**src/rtl/spi_arbiter.sv**
```systemverilog
// Round-robin arbiter sharing one EEPROM SPI master between NUM_REQ requester SMs.
// The granted requester's start/command/ready path is muxed through; idle holders are revoked by a watchdog.
module spi_arbiter #(
  parameter int NUM_REQ = 3,
  parameter int TIMEOUT = 1024,
  parameter int CNT_W   = 10
) (
  input  logic                   clk,
  input  logic                   rst,
  input  logic [NUM_REQ-1:0]     req,
  input  logic [NUM_REQ-1:0]     start_in,
  input  logic [16*NUM_REQ-1:0]  tx_in,
  input  logic                   spi_rdy,
  output logic                   start_out,
  output logic [15:0]            tx_out,
  output logic [NUM_REQ-1:0]     gnt,
  output logic [NUM_REQ-1:0]     rdy_out,
  output logic                   timeout,
  output logic                   busy
);

  localparam int IDX_W = (NUM_REQ > 1) ? $clog2(NUM_REQ) : 1;

  typedef enum logic [1:0] {
    IDLE,
    GRANTED,
    DRAIN
  } state_t;

  state_t             state, state_next;
  logic [NUM_REQ-1:0] gnt_next;
  logic [IDX_W-1:0]   last, last_next;
  logic [CNT_W-1:0]   cnt, cnt_next;
  logic               timeout_next;

  logic [IDX_W-1:0]   winner;
  logic               found;
  logic               req_k;

  // Round-robin pick: first set request strictly after last, then wrap to 0..last.
  always_comb begin
    // NOTE: every always_comb output gets a default first so no path leaves it unassigned (no latch).
    winner = last;
    found  = 1'b0;
    for (int j = 0; j < NUM_REQ; j++) begin
      if (!found && req[j] && (j > int'(last))) begin
        winner = IDX_W'(j);
        found  = 1'b1;
      end
    end
    for (int j = 0; j < NUM_REQ; j++) begin
      if (!found && req[j] && (j <= int'(last))) begin
        winner = IDX_W'(j);
        found  = 1'b1;
      end
    end
  end

  // Datapath is steered purely by the registered one-hot grant, so it is dead outside GRANTED.
  assign req_k     = |(req & gnt);
  assign start_out = |(start_in & gnt);
  assign rdy_out   = gnt & {NUM_REQ{spi_rdy}};
  assign busy      = (state != IDLE);

  always_comb begin
    tx_out = '0;
    for (int j = 0; j < NUM_REQ; j++) begin
      if (gnt[j]) tx_out = tx_out | tx_in[16*j +: 16];
    end
  end

  always_comb begin
    state_next   = state;
    gnt_next     = gnt;
    last_next    = last;
    cnt_next     = cnt;
    timeout_next = 1'b0;

    unique case (state)
      IDLE: begin
        gnt_next = '0;
        cnt_next = '0;
        if (found && spi_rdy) begin
          gnt_next   = NUM_REQ'(1) << winner;
          last_next  = winner;
          state_next = GRANTED;
        end
      end

      GRANTED: begin
        if (!req_k) begin
          // A start issued as req drops is still forwarded; wait for the master to finish it.
          gnt_next   = '0;
          cnt_next   = '0;
          state_next = (spi_rdy && !start_out) ? IDLE : DRAIN;
        end else if (start_out || !spi_rdy) begin
          cnt_next = '0;
        end else if (cnt == CNT_W'(TIMEOUT - 1)) begin
          // last keeps the revoked index so it drops to lowest priority next round.
          timeout_next = 1'b1;
          gnt_next     = '0;
          cnt_next     = '0;
          state_next   = IDLE;
        end else begin
          cnt_next = cnt + 1'b1;
        end
      end

      DRAIN: begin
        gnt_next = '0;
        cnt_next = '0;
        if (spi_rdy) state_next = IDLE;
      end

      default: begin
        gnt_next   = '0;
        cnt_next   = '0;
        state_next = IDLE;
      end
    endcase
  end

  always_ff @(posedge clk or posedge rst) begin
    if (rst) begin
      state   <= IDLE;
      gnt     <= '0;
      last    <= IDX_W'(NUM_REQ - 1);
      cnt     <= '0;
      timeout <= 1'b0;
    end else begin
      // NOTE: sequential state uses non-blocking assignments so all registers update from pre-edge values.
      state   <= state_next;
      gnt     <= gnt_next;
      last    <= last_next;
      cnt     <= cnt_next;
      timeout <= timeout_next;
    end
  end

endmodule

```
**config.mk**
```make
export PLATFORM = sky130hd
export DESIGN_NAME = spi_arbiter
export DESIGN_NICKNAME = d
export VERILOG_FILES = /design/src/rtl/spi_arbiter.sv
export SDC_FILE = /design/constraint.sdc
export NUM_CORES = 1
export LEC_CHECK = 0
export ABC_AREA = 1
export BUFFER_PORTS_ARGS = -buffer_cell sky130_fd_sc_hd__buf_2
export CAP_MARGIN = 15
export CORE_UTILIZATION = 35
export CTS_CLUSTER_DIAMETER = 30
export DETAILED_ROUTE_END_ITERATION = 10
export PLACE_DENSITY = 0.68
export SYNTH_ARGS = -nofsm -noshare
export SYNTH_HDL_FRONTEND = slang
export SYNTH_SLANG_ARGS = --single-unit
```
**constraint.sdc**
```tcl
create_clock -name clk -period 2.04 [get_ports clk]
set_input_delay 0.204 -clock clk [delete_from_list [all_inputs] [get_ports clk]]
set_output_delay 0.204 -clock clk [all_outputs]
set_load 0.01 [all_outputs]
```
==> flow_metrics.py <==
metrics = {
    "floorplan": {
        "io_pins": 82,
        "row_count": 21,
        "core_area_mm2": 0.00347,
        "start_util_pct": 37.7,
        "die_w_um": 63.2,
        "die_h_um": 63.2,
        "die_area_mm2": 0.00399,
    },
    "detailed_routing": {
        "via_per_inst": 4.55,
        "drtIter0Drc": 50,
        "wl_per_cell_um": 10.8,
        "dr.pass1.iters": 4,
        "drc_errors": 0,
        "vias": 1501,
        "wl_mm": 3.57,
        "ant_nets": 0,
    },
    "timing": {
        "period_needed_ns": 1.49,
        "timing.final.crit_share_pct": 73.3,
        "skew_ns": 0.00383,
        "hold_ws_ns": 0.0331,
        "finalSetupTns_ns": 0,
        "rsz0062_at_grt": "no",
        "report.final.slew_viol_count": 0,
        "final_hold_viol_count": 0,
        "finalSetupViolCount": 0,
        "max_freq_mhz": 669,
        "worst_pin_slew_ns": 0.663,
        "slew_headroom_pct": 55.7,
    },
    "setup_path": {
        "crit_buf_inv": 2,
        "crit_type": "flip-flop to primary output",
        "critPathLaunchType": "flip-flop",
        "r2r_slack_ns": 0.58,
        "r2r_end": "cnt[0]",
        "path_delay_family": "flip-flops",
        "crit_path_start": "gnt[0]",
        "crit_fanout": 11,
        "max_stage_delay_ns": 0.53,
        "endpoint": "tx_out[14]",
        "r2r_cells": 8,
        "cp_slowest_cell": "dfrtp_1",
        "reg2reg_from": "cnt[0]",
        "path_depth": 4,
        "crit_chain": "buf_4 -> nand2_1 -> nand3_1 -> buf_2",
        "crit_required_ns": 1.84,
        "crit_arrival_ns": 1.29,
        "cp-end-kind": "primary output",
    },
    "synth": {
        "synthCells": 202,
        "synth_area_mm2": 0.00131,
        "syn_area_per_cell_um2": 6.48,
        "synth-seq-area-share_pct": 34.5,
        "ys_ff_latch": 18,
        "ys.warnings.count": 0,
        "synth_cell_types": 24,
        "syn_nets": 260,
    },
    "clock_tree": {
        "clock_latency_ns": 0.25,
        "cts_setup_buffers": 0,
        "cts_buffer_depth": 2,
        "path_clk_slew_ns": 0.07,
        "clock-sinks": 18,
        "cts.htree.levels": 1,
        "hold_buffers": 0,
        "cts_tree": "yes",
        "cts_root_buffer": "clkbuf_8",
        "cts_buffers": 3,
        "post_cts_resized": 0,
    },
    "final_layout": {
        "design_area_mm2": 0.00181,
        "final_common_cell": "nand2_1",
        "mostFrequentLayoutCells": "nand2_1, buf_2, nand3_1",
        "finalNetCount": 343,
        "fin_util_pct": 52.2,
        "syn_to_final_growth_pct": 38.2,
        "drive_gt1_share_pct": 34.9,
        "diodes": 0,
    },
    "global_route": {
        "grt_overflow": 0,
        "grt_max_degree": 19,
        "antenna_found_initial": 0,
        "grt_pass1_vias": 1358,
        "grt_pass1_wl_mm": 5.95,
        "grtUsageTotal_pct": 18.7,
    },
    "placement": {
        "io_buffer_count": 81,
        "routabilityCongestion": 0.802,
        "dp_hpwl_mm": 2.92,
        "dpl-instance-area_mm2": 0.00175,
    },
    "worst_hold_path": {
        "hold_path.class": "input port to asynchronous set/reset pin",
    },
    "pwr": {
        "fin_total_pwr_w": 0.00156,
        "ir_worst_vdd_mv": 0.415,
        "leakagePower_nw": 1.00,
        "power_density_mw_per_mm2": 863,
    },
    "flow_run": {
        "cap_viol_max_count": 0,
    },
    "run_status": {
        "status": "completed",
    },
}
[worst reg2reg max path, cell delays in order, from the launching register on]
cell     delay [ns]
dfrtp_1        0.43
ha_1           0.23
nand2_2        0.07
nor2_2         0.14
nand3_2        0.11
nor2_4         0.13
nand2_2        0.07
nand2_4        0.11
nor2_1         0.06
[how the worst min path moves through the flow]
| stage | end | depth (start not counted) | startpoint |
|---|---|---|---|
| after floorplan | cnt[0] | 1 | rst |
| after global placement | last[0] | 2 | rst |
| after detailed placement | last[0] | 2 | rst |
| after CTS | last[0] | 2 | rst |
| after global routing | last[0] | 2 | rst |
| final | last[0] | 2 | rst |
[synthesized netlist by cell type]
library cell / instances / area, um^2
dfstp_2: 1 / 26.3
a21oi_1: 2 / 10.0
inv_1: 18 / 67.6
nor2_1: 17 / 63.8
o21ai_0: 3 / 15.0
o22ai_1: 1 / 6.26
clkbuf_1: 2 / 7.51
nand2_2: 2 / 12.5
dfrtp_1: 17 / 425
xnor2_1: 2 / 17.5
nand3_1: 29 / 145
buf_6: 2 / 22.5
nand4_1: 4 / 25.0
buf_2: 2 / 10.0
nand3b_1: 1 / 7.51
nor3b_2: 1 / 12.5
nand3_2: 1 / 10.0
nor2_4: 2 / 22.5
nor2_2: 2 / 12.5
ha_1: 1 / 12.5
nand2_1: 87 / 327
xor2_1: 3 / 26.3
nand2_4: 1 / 11.3
nand4_2: 1 / 12.5
[sequential cells by signal, indices dropped and copies added, names as in the netlist]
name     cells
cnt         10
last         2
gnt          3
timeout      1
state        2
[stage by stage]
| stage | cells | setup WS, ns |
|---|---|---|
| 5_1_grt | 330 | 0.418 |
| 3_5_place_dp | 326 | 0.579 |
| 3_3_place_gp | 326 | 0.642 |
| 4_1_cts | 330 | 0.538 |
| 6_report | 330 | 0.545 |
| 2_1_floorplan | 202 | 0.720 |
[power by group]
group          leakage (nW)  switching (W)  total (W)  internal, W
combinational         0.733       0.000473   0.000796     0.000323
sequential            0.243      0.0000585   0.000472     0.000414
clock                0.0288       0.000122   0.000293     0.000171
total                  1.00       0.000653    0.00156     0.000909
[area by class of cell]
type,count,area [um^2]
inverters,18,67.6
flip-flops and latches,18,452
well taps,46,57.6
repair buffers,84,428
fillers,376,1660
multi-input cells,160,749
clock buffers,4,55.1
[cells by family (layout without fill, tap and decap cells)]
logic type                 Yosys count  after routing  synth area share, %
AOI/OAI and AO/OA                    6              6                 2.39
xor gates and xnor gates             5              5                 3.35
adders and majority gates            1              1                0.956
buffers and inverters               24            106                 8.22
DFF                                 18             18                 34.5
and+or+nand+nor                    148            148                 50.6
[metal layers]
layer / GRT usage, % / up-vias / wire, um
met5: 0 / - / 0
met2: 31.0 / 31 / 1790
met1: 24.9 / 667 / 1600
met3: 2.36 / 4 / 136
met4: 6.10 / 0 / 38
li1: - / 799 / -
No activity file was read; power rests on OpenSTA's default activity.
